### config.mk
export PLATFORM = sky130hd
export DESIGN_NAME = herring_bus_controller
export DESIGN_NICKNAME = d
export VERILOG_FILES = /design/src/rtl/herring_bus_controller.sv
export SDC_FILE = /design/constraint.sdc
export NUM_CORES = 1
export LEC_CHECK = 0
export CORE_AREA = 3 3 40 42
export CTS_BUF_LIST = sky130_fd_sc_hd__clkbuf_2
export DETAILED_ROUTE_END_ITERATION = 16
export DIE_AREA = 0 0 43 45
export HOLD_SLACK_MARGIN = 0.1
export PLACE_DENSITY = 0.63
export REMOVE_ABC_BUFFERS = 1
export SETUP_SLACK_MARGIN = 0.5
export SYNTH_ARGS = -nofsm -noshare
export SYNTH_HDL_FRONTEND = slang
export SYNTH_SLANG_ARGS = --single-unit
### constraint.sdc
create_clock -name clk_src -period 1.5 [get_ports clk_src]
set_input_delay 0.15 -clock clk_src [delete_from_list [all_inputs] [get_ports clk_src]]
set_output_delay 0.15 -clock clk_src [all_outputs]
set_load 0.05 [all_outputs]
### src/rtl/herring_bus_controller.sv
// 6502 bus controller: PHI2 generator dividing clk_src by DIVISOR, chip-select decode
// and per-window PHI2-high stretching (STRETCH state only when HERRING_WAIT_STATE_EN is defined).
module herring_bus_controller #(
  parameter int unsigned         DIVISOR  = 50,
  parameter int unsigned         NUM_CS   = 4,
  parameter logic [6*NUM_CS-1:0] CS_MATCH = {6'h23, 6'h22, 6'h21, 6'h20},
  parameter logic [6*NUM_CS-1:0] CS_MASK  = {4{6'h3F}},
  parameter logic [4*NUM_CS-1:0] CS_WAIT  = 16'h0001
) (
  input  logic              clk_src,
  input  logic              reset,
  input  logic              cpu_clk_out,
  output logic              cpu_clk_in,
  input  logic [15:10]      address,
  input  logic              rw,
  output logic [NUM_CS-1:0] cs_n,
  output logic              ram_we_n,
  output logic              wait_active
);

  localparam int unsigned HALF  = DIVISOR / 2;
  localparam int unsigned CNT_W = ($clog2(HALF) > 5) ? $clog2(HALF) : 5;
  localparam logic [CNT_W-1:0] CNT_LAST = CNT_W'(HALF - 1);

  logic [3:0] win_wait;
  logic       found;

  // Lowest-index matching window wins; its wait count rides along for the LOW->HIGH latch.
  always_comb begin
    cs_n     = '1;
    win_wait = '0;
    found    = 1'b0;
    for (int unsigned i = 0; i < NUM_CS; i++) begin
      if (!found && (((address ^ CS_MATCH[6*i +: 6]) & CS_MASK[6*i +: 6]) == 6'd0)) begin
        cs_n[i]  = 1'b0;
        win_wait = CS_WAIT[4*i +: 4];
        found    = 1'b1;
      end
    end
  end

  assign ram_we_n = ~(cpu_clk_out & ~rw);

`ifdef HERRING_WAIT_STATE_EN
  typedef enum logic [1:0] {LOW, HIGH, STRETCH} state_t;

  state_t           state_q;
  logic [CNT_W-1:0] cnt_q;
  logic [3:0]       wcnt_q;
  logic             clk_q;
  logic             wait_q;

  always_ff @(posedge clk_src or posedge reset) begin
    if (reset) begin
      state_q <= LOW;
      cnt_q   <= '0;
      wcnt_q  <= '0;
      clk_q   <= 1'b0;
      wait_q  <= 1'b0;
    end else begin
      cnt_q <= (cnt_q == CNT_LAST) ? '0 : cnt_q + 1'b1;
      case (state_q)
        LOW: if (cnt_q == CNT_LAST) begin
          state_q <= HIGH;
          clk_q   <= 1'b1;
          wcnt_q  <= win_wait;
        end
        HIGH: if (cnt_q == CNT_LAST) begin
          if (wcnt_q != 4'd0) begin
            state_q <= STRETCH;
            wait_q  <= 1'b1;
          end else begin
            state_q <= LOW;
            clk_q   <= 1'b0;
          end
        end
        STRETCH: if (cnt_q == CNT_LAST) begin
          wcnt_q <= wcnt_q - 4'd1;
          if (wcnt_q == 4'd1) begin
            state_q <= LOW;
            clk_q   <= 1'b0;
            wait_q  <= 1'b0;
          end
        end
        default: begin
          state_q <= LOW;
          clk_q   <= 1'b0;
          wait_q  <= 1'b0;
        end
      endcase
    end
  end

  assign wait_active = wait_q;
`else
  typedef enum logic {LOW, HIGH} state_t;

  state_t           state_q;
  logic [CNT_W-1:0] cnt_q;
  logic             clk_q;
  logic             unused_wait;

  assign unused_wait = ^win_wait;

  always_ff @(posedge clk_src or posedge reset) begin
    if (reset) begin
      state_q <= LOW;
      cnt_q   <= '0;
      clk_q   <= 1'b0;
    end else begin
      cnt_q <= (cnt_q == CNT_LAST) ? '0 : cnt_q + 1'b1;
      case (state_q)
        LOW: if (cnt_q == CNT_LAST) begin
          state_q <= HIGH;
          clk_q   <= 1'b1;
        end
        HIGH: if (cnt_q == CNT_LAST) begin
          state_q <= LOW;
          clk_q   <= 1'b0;
        end
        default: begin
          state_q <= LOW;
          clk_q   <= 1'b0;
        end
      endcase
    end
  end

  assign wait_active = 1'b0;
`endif

  assign cpu_clk_in = clk_q;

endmodule

==> results of run 1 <==
-- cell usage after synthesis --
library cell,count,area share [%]
inv_1,4,3.6
xnor2_1,1,2.1
nand3_1,3,3.6
a31oi_1,1,1.5
o21ai_0,1,1.2
o211ai_1,1,1.8
nor2_1,2,1.8
nor4b_4,1,5.7
and2b_1,1,1.8
dfrtp_1,7,42
buf_4,1,1.8
nand2b_1,2,3.0
nand4b_1,1,2.1
conb_1,1,0.91
a21oi_1,1,1.2
ha_1,4,12
nor2b_1,1,1.5
nand3b_1,1,1.8
nand2_1,6,5.4
mux2i_1,1,2.4
a22o_1,1,2.1
-- worst max-delay path: cells and delay by family (launching register included) --
family          cells  cell delay (ns)
fa+ha+maj           2             0.33
compound gates      1             0.10
flops               1             0.40
buf+inv             1             0.08
simple gates        3             0.22
-- logic make-up (layout without fill, tap and decap cells) --
logic type	after synthesis	count (layout)	share of synthesized area, %
multiplexers	1	1	2.42
flip-flops	7	7	42.3
AND/OR/NAND/NOR	18	18	26.9
XOR/XNOR	1	1	2.12
AO/OA/AOI/OAI	5	5	7.85
buffers and inverters	5	31	5.44
adder cells (fa/ha/maj)	4	4	12.1
other	1	1	0.905
-- where the power goes --
part           internal [W]  leakage, nW  total (W)  switching [W]
clock network     0.0000707       0.0166   0.000135      0.0000640
registers          0.000189       0.0790   0.000189              0
logic             0.0000295        0.273  0.0000586      0.0000291
total              0.000289        0.369   0.000382      0.0000931
-- sequential cells by signal, indices dropped and copies added, names as in the netlist --
name and cells:
cnt_q 5, state_q 1, cpu_clk_in 1
-- repair_timing --
item,4_1_cts,5_1_grt
setup buffers,4,2
endpoints found under the setup margin,11,11
pin swaps,5,6
resized for setup,40,4
-- how the worst max path moves through the flow --
stage                 from  cells after the start    endpoint
2_1_floorplan     cnt_q[0]                      7  cpu_clk_in
3_3_place_gp   address[13]                      5     cs_n[0]
3_5_place_dp   address[13]                      5     cs_n[0]
4_1_cts           cnt_q[0]                      7  cpu_clk_in
5_1_grt           cnt_q[1]                      7  cpu_clk_in
6_report          cnt_q[1]                      7  cpu_clk_in
-- through the flow --
stage	hold slack, ns	cell area (sq um)
global placement	0.402	588
finish	0.145	748
global route	0.152	748
CTS	0.141	711
floorplan	-0.0466	407
detailed placement	0.399	588
-- layout make-up --
cell class              instances  area (sq um)  area share (%)
clock buffers                   4          20.0            2.68
repair buffers                 23           219            29.3
multi-input cells              30           300            40.1
inverters                       4          15.0            2.01
well taps                      15          18.8            2.51
flip-flops and latches          7           175            23.4
-- metal layers --
metal | up-vias | part of all wire (%) | global-route usage (%)
li1 | 191 | - | -
met1 | 185 | 34 | 10.4
met2 | 17 | 55 | 21.9
met3 | 2 | 10 | 5.98
met4 | 0 | 0.43 | 5.42
met5 | - | 0 | 0
==> results by group, run 1 <==
Run status
  • Outcome: complete, no violations

Timing
  • Final WS setup: 0.288 ns
  • Final min period: 1.21 ns
  • Clock skew: 0.000854 ns
  • Peak Freq: 825 MHz
  • RSZ-0062 raised after global routing: yes
  • Final hold violation count: 0
  • Final setup fails: 0
  • Period utilization: 80.8%
  • Max-slew violations: 0
  • Setup TNS: 0 ns

Synth
  • Gate Count Post-Synth: 42
  • Yosys cell types: 21
  • Synth warnings: 0
  • Syn avg cell area: 9.86 sq um
  • Sequential share of the synthesized area: 42.3%
  • Synth Cell Area: 414 sq um
  • Synthesized flop and latch total: 7

Layout
  • Most frequent cells in the layout: buf_4 (8), dfrtp_1 (7), buf_6 (7)
  • Final Non-Filler Cells: 83
  • Share of cells above drive strength 1: 50.0%
  • Final net count: 83
  • Fillers: 118
  • Area grow syn2layout: 80.7%
  • Fin util: 58.2%
  • Inserted Diodes: 0
  • Commonest non-fill, non-tap cell in the layout: buf_4

Place
  • Port Buf Inserts: 15
  • Final RePlAce weighted congestion: 0.787
  • Placed cells: 73
  • Pre-CTS WS: 0.0114 ns

Power
  • Max VDD drop: 0.439 mV
  • Power density cells: 511 nW/um^2
  • Leak: 0.369 nW
  • Total Power: 0.000382 W

Critical path
  • Reg2reg end: cpu_clk_in
  • Worst r2r src: cnt_q[1]
  • Critical path class: flip-flop to flip-flop
  • Crit. End Element: flip-flop
  • CP Cell Sequence: inv_2, ha_4, nand3_4, ha_4, nor2_4, nor2_1, a21oi_1
  • CP most frequent cell: ha_4
  • Worst path slowest cell: dfrtp_1
  • Crit Path Max Fanout: 2
  • R2r setup slk: 0.29 ns
  • Worst reg2reg path depth: 7
  • Worst Setup Start Kind: flip-flop
  • Arrival time at the worst endpoint: 1.37 ns
  • Worst path required time: 1.66 ns
  • Biggest cell delay along the critical path: 0.40 ns

Global route
  • Initial antenna violation count: 0
  • Total track usage: 11.7%
  • Largest net degree at the start of global routing: 8
  • Vias in the first global route: 403
  • Grt ovf: 0
  • First-pass GRT wire length: 1610 um

CTS
  • Clk root buf: clkbuf_2
  • CTS Buffer Depth: 2
  • Post-CTS Hold Fix Bufs: 0
  • Clk Latency, worst-skew pair: 0.23 ns
  • CTS sink cnt: 7
  • CTS tree: built
  • H-tree depth: 1
  • Clk slew on worst S/H paths: 0.07 ns
  • Total CTS buffers: 3

Drt
  • Post-route DRC: 0
  • Post-Route WL: 941 um
  • ANT nets after route: 0
  • 1st-iter DRT viols: 1
  • Drt first pass iters: 2
  • Vias per cell: 4.76
  • Via count: 395
  • Wire per inst: 11.3 um

Floorplan
  • Die height: 45 um
  • Effective utilization at floorplan: 32.2%
  • Core area: 1280 sq um
  • Row cnt: 13
  • Die area: 1940 sq um
  • Width of the die: 43 um
  • I/O pin cnt: 17

Worst hold path
  • Hold/Removal Path Class: input pin to async pin

Job
  • Max-Cap Viols: 0
No activity file was read; power rests on OpenSTA's default activity.
==> run 2, diff against run 1 <==
clock period = 1.25 ns   (was 1.5 ns; I/O delays follow)
==> results by group, run 2 (synthesis results as in run 1) <==
Drt
  • ANT nets after route: 0 (unchanged)
  • Wire per inst: 12.6 um (+11%)
  • Drt first pass iters: 4 (+2)
  • Post-Route WL: 1100 um (+16%)
  • Post-route DRC: 0 (unchanged)
  • Vias per cell: 4.80 (+0.96%)
  • 1st-iter DRT viols: 3 (+2)
  • Via count: 418 (+5.8%)

CTS
  • H-tree depth: 1 (unchanged)
  • Clk root buf: clkbuf_2
  • Clk slew on worst S/H paths: 0.09 ns (+0.02 ns)
  • CTS sink cnt: 7 (unchanged)
  • Clk Latency, worst-skew pair: 0.24 ns (about the same)
  • CTS Buffer Depth: 2 (unchanged)
  • Total CTS buffers: 3 (unchanged)
  • CTS tree: built

Critical path
  • CP Cell Sequence: inv_2, ha_4, nand3_4, ha_2, nor2_4, nor2_1, a21oi_1
  • Crit. End Element: flip-flop
  • Biggest cell delay along the critical path: 0.40 ns (about the same)
  • Worst reg2reg path depth: 7 (unchanged)
  • R2r setup slk: 0.04 ns (-0.25 ns)
  • Arrival time at the worst endpoint: 1.39 ns (+0.02 ns)
  • Critical path class: flip-flop to flip-flop
  • Crit Path Max Fanout: 2 (unchanged)
  • Worst path slowest cell: dfrtp_1
  • Worst Setup Start Kind: flip-flop
  • Worst path required time: 1.42 ns (-0.24 ns)

Run status
  • Outcome: complete, no violations

Power
  • Power density cells: 581 nW/um^2 (+14%)
  • Leak: 0.392 nW (+6.3%)
  • Max VDD drop: 0.590 mV (+34%)
  • Internal power: 0.000334 W (+16%)
  • Clock share of power: 35.9% (+0.6 points)
  • Flop pwr share: 48.6% (-0.8 points)
  • Switching power: 0.000131 W (+41%)
  • Switching share of power: 28.2% (+3.8 points)
  • Gate power share: 15.5% (+0.2 points)

Layout
  • Commonest non-fill, non-tap cell in the layout: buf_4
  • Area grow syn2layout: 93.4%
  • Inserted Diodes: 0 (unchanged)
  • Fin util: 62.3% (+4.1 points)
  • Reg with most FFs: cnt_q
  • Most frequent cells in the layout: buf_4 (11), dfrtp_1 (7), buf_6 (6)
  • Final net count: 87 (+4.8%)
  • Max reg flops: 5 (unchanged)
  • Share of cells above drive strength 1: 59.7% (+9.7 points)
  • Final Non-Filler Cells: 87 (+4.8%)

Worst hold path
  • Hold/Removal Path Class: input pin to async pin

Floorplan
  • Die height: 45 um (unchanged)
  • Effective utilization at floorplan: 32.2% (unchanged)
  • Row cnt: 13 (unchanged)
  • Width of the die: 43 um (unchanged)
  • Core area: 1280 sq um (unchanged)
  • Die area: 1940 sq um (unchanged)
  • I/O pin cnt: 17 (unchanged)

Global route
  • First-pass GRT wire length: 1790 um (+11%)
  • Grt ovf: 0 (unchanged)
  • Vias in the first global route: 440 (+9.2%)
  • Largest net degree at the start of global routing: 8 (unchanged)
  • Total track usage: 12.6% (+0.89 points)
  • Initial antenna violation count: 0 (unchanged)

Timing
  • Max-slew violations: 0 (unchanged)
  • Hold slack: 0.108 ns (-0.0375 ns)
  • Clock skew: 0.0131 ns (+0.0123 ns)
  • RSZ-0062 raised after global routing: yes
  • Peak Freq: 823 MHz (-0.22%)
  • Final hold violation count: 0 (unchanged)
  • Period utilization: 97.2% (+16 points)
  • Final min period: 1.21 ns (+0.00267 ns)
  • Final setup fails: 0 (unchanged)

Place
  • Port Buf Inserts: 15 (unchanged)
  • Placed cells: 79 (+8.2%)
  • Final RePlAce weighted congestion: 0.669 (-15%)
  • Final HPWL DP: 809 um

Job
  • Max-Cap Viols: 0 (unchanged)
[run 2: worst paths after layout]
| kind | from | endpoint |
|---|---|---|
| min reg2reg | state_q | cpu_clk_in |
| min | reset | cpu_clk_in |
| max in group asynchronous | reset | cnt_q[4] |
| min in group clk_src | state_q | cpu_clk_in |
| max reg2reg | cnt_q[1] | cpu_clk_in |
| max | cnt_q[1] | cpu_clk_in |
[run 2: routing by layer]
| layer | part of all wire, % | global-route usage (%) | vias to the layer above |
|---|---|---|---|
| met5 | 0 | 0 | - |
| met4 | 1.3 | 7.23 | 0 |
| met3 | 5.2 | 2.79 | 2 |
| met2 | 56 | 24.6 | 14 |
| met1 | 37 | 12.1 | 203 |
| li1 | - | - | 199 |
[run 2: power by group through the flow]
stage / Sequential (W) / Clock (W) / Combinational [W]
CTS: 0.000226 / 0.000166 / 0.0000728
global placement: 0.000231 / 0 / 0.0000718
global route: 0.000226 / 0.000194 / 0.0000765
finish: 0.000226 / 0.000167 / 0.0000721
floorplan: 0.000231 / 0 / 0.0000276
detailed placement: 0.000231 / 0 / 0.0000737
[run 2: final cells by class]
cell class / count / area (sq um)
Sequential cell: 7 / 175
Tap cell: 15 / 18.8
Clock inverter: 1 / 5.00
Multi-Input combinational cell: 30 / 310
Fill cell: 124 / 484
Timing Repair Buffer: 27 / 262
Inverter: 4 / 15.0
Clock buffer: 3 / 15.0
[run 2: worst max-delay path: cells and delay by family (launching register included)]
family / cells / cell delay (ns)
AO/OA/AOI/OAI: 1 / 0.12
flip-flops: 1 / 0.40
AND/OR/NAND/NOR: 3 / 0.20
buffers and inverters: 1 / 0.08
adder cells (fa/ha/maj): 2 / 0.34
[run 2: timing repair]
item                       in CTS  in global routing
buffers inserted                3                  1
resized for setup              42                  7
pin swaps                       7                  2
hold buffers                    0                  0
setup endpoints to repair      13                 12
[run 2: per-stage QoR]
step                      power (W)  setup WS, ns  TNS (ns)  area (sq um)
after floorplan            0.000258       -0.0368   -0.0368           407
after global placement     0.000303        -0.141    -0.549           646
after detailed placement   0.000304        -0.186    -0.785           646
after CTS                  0.000465        0.0305         0           776
after global routing       0.000497       -0.0394   -0.0572           801
final                      0.000465        0.0350         0           801
==> run 3, diff against run 2 <==
CAP_MARGIN = 20   (was not set)
CTS_CLUSTER_SIZE = 40   (was not set)
==> results of run 3 <==
Same layout as run 2: the final DEF is identical, and so are final timing and power.
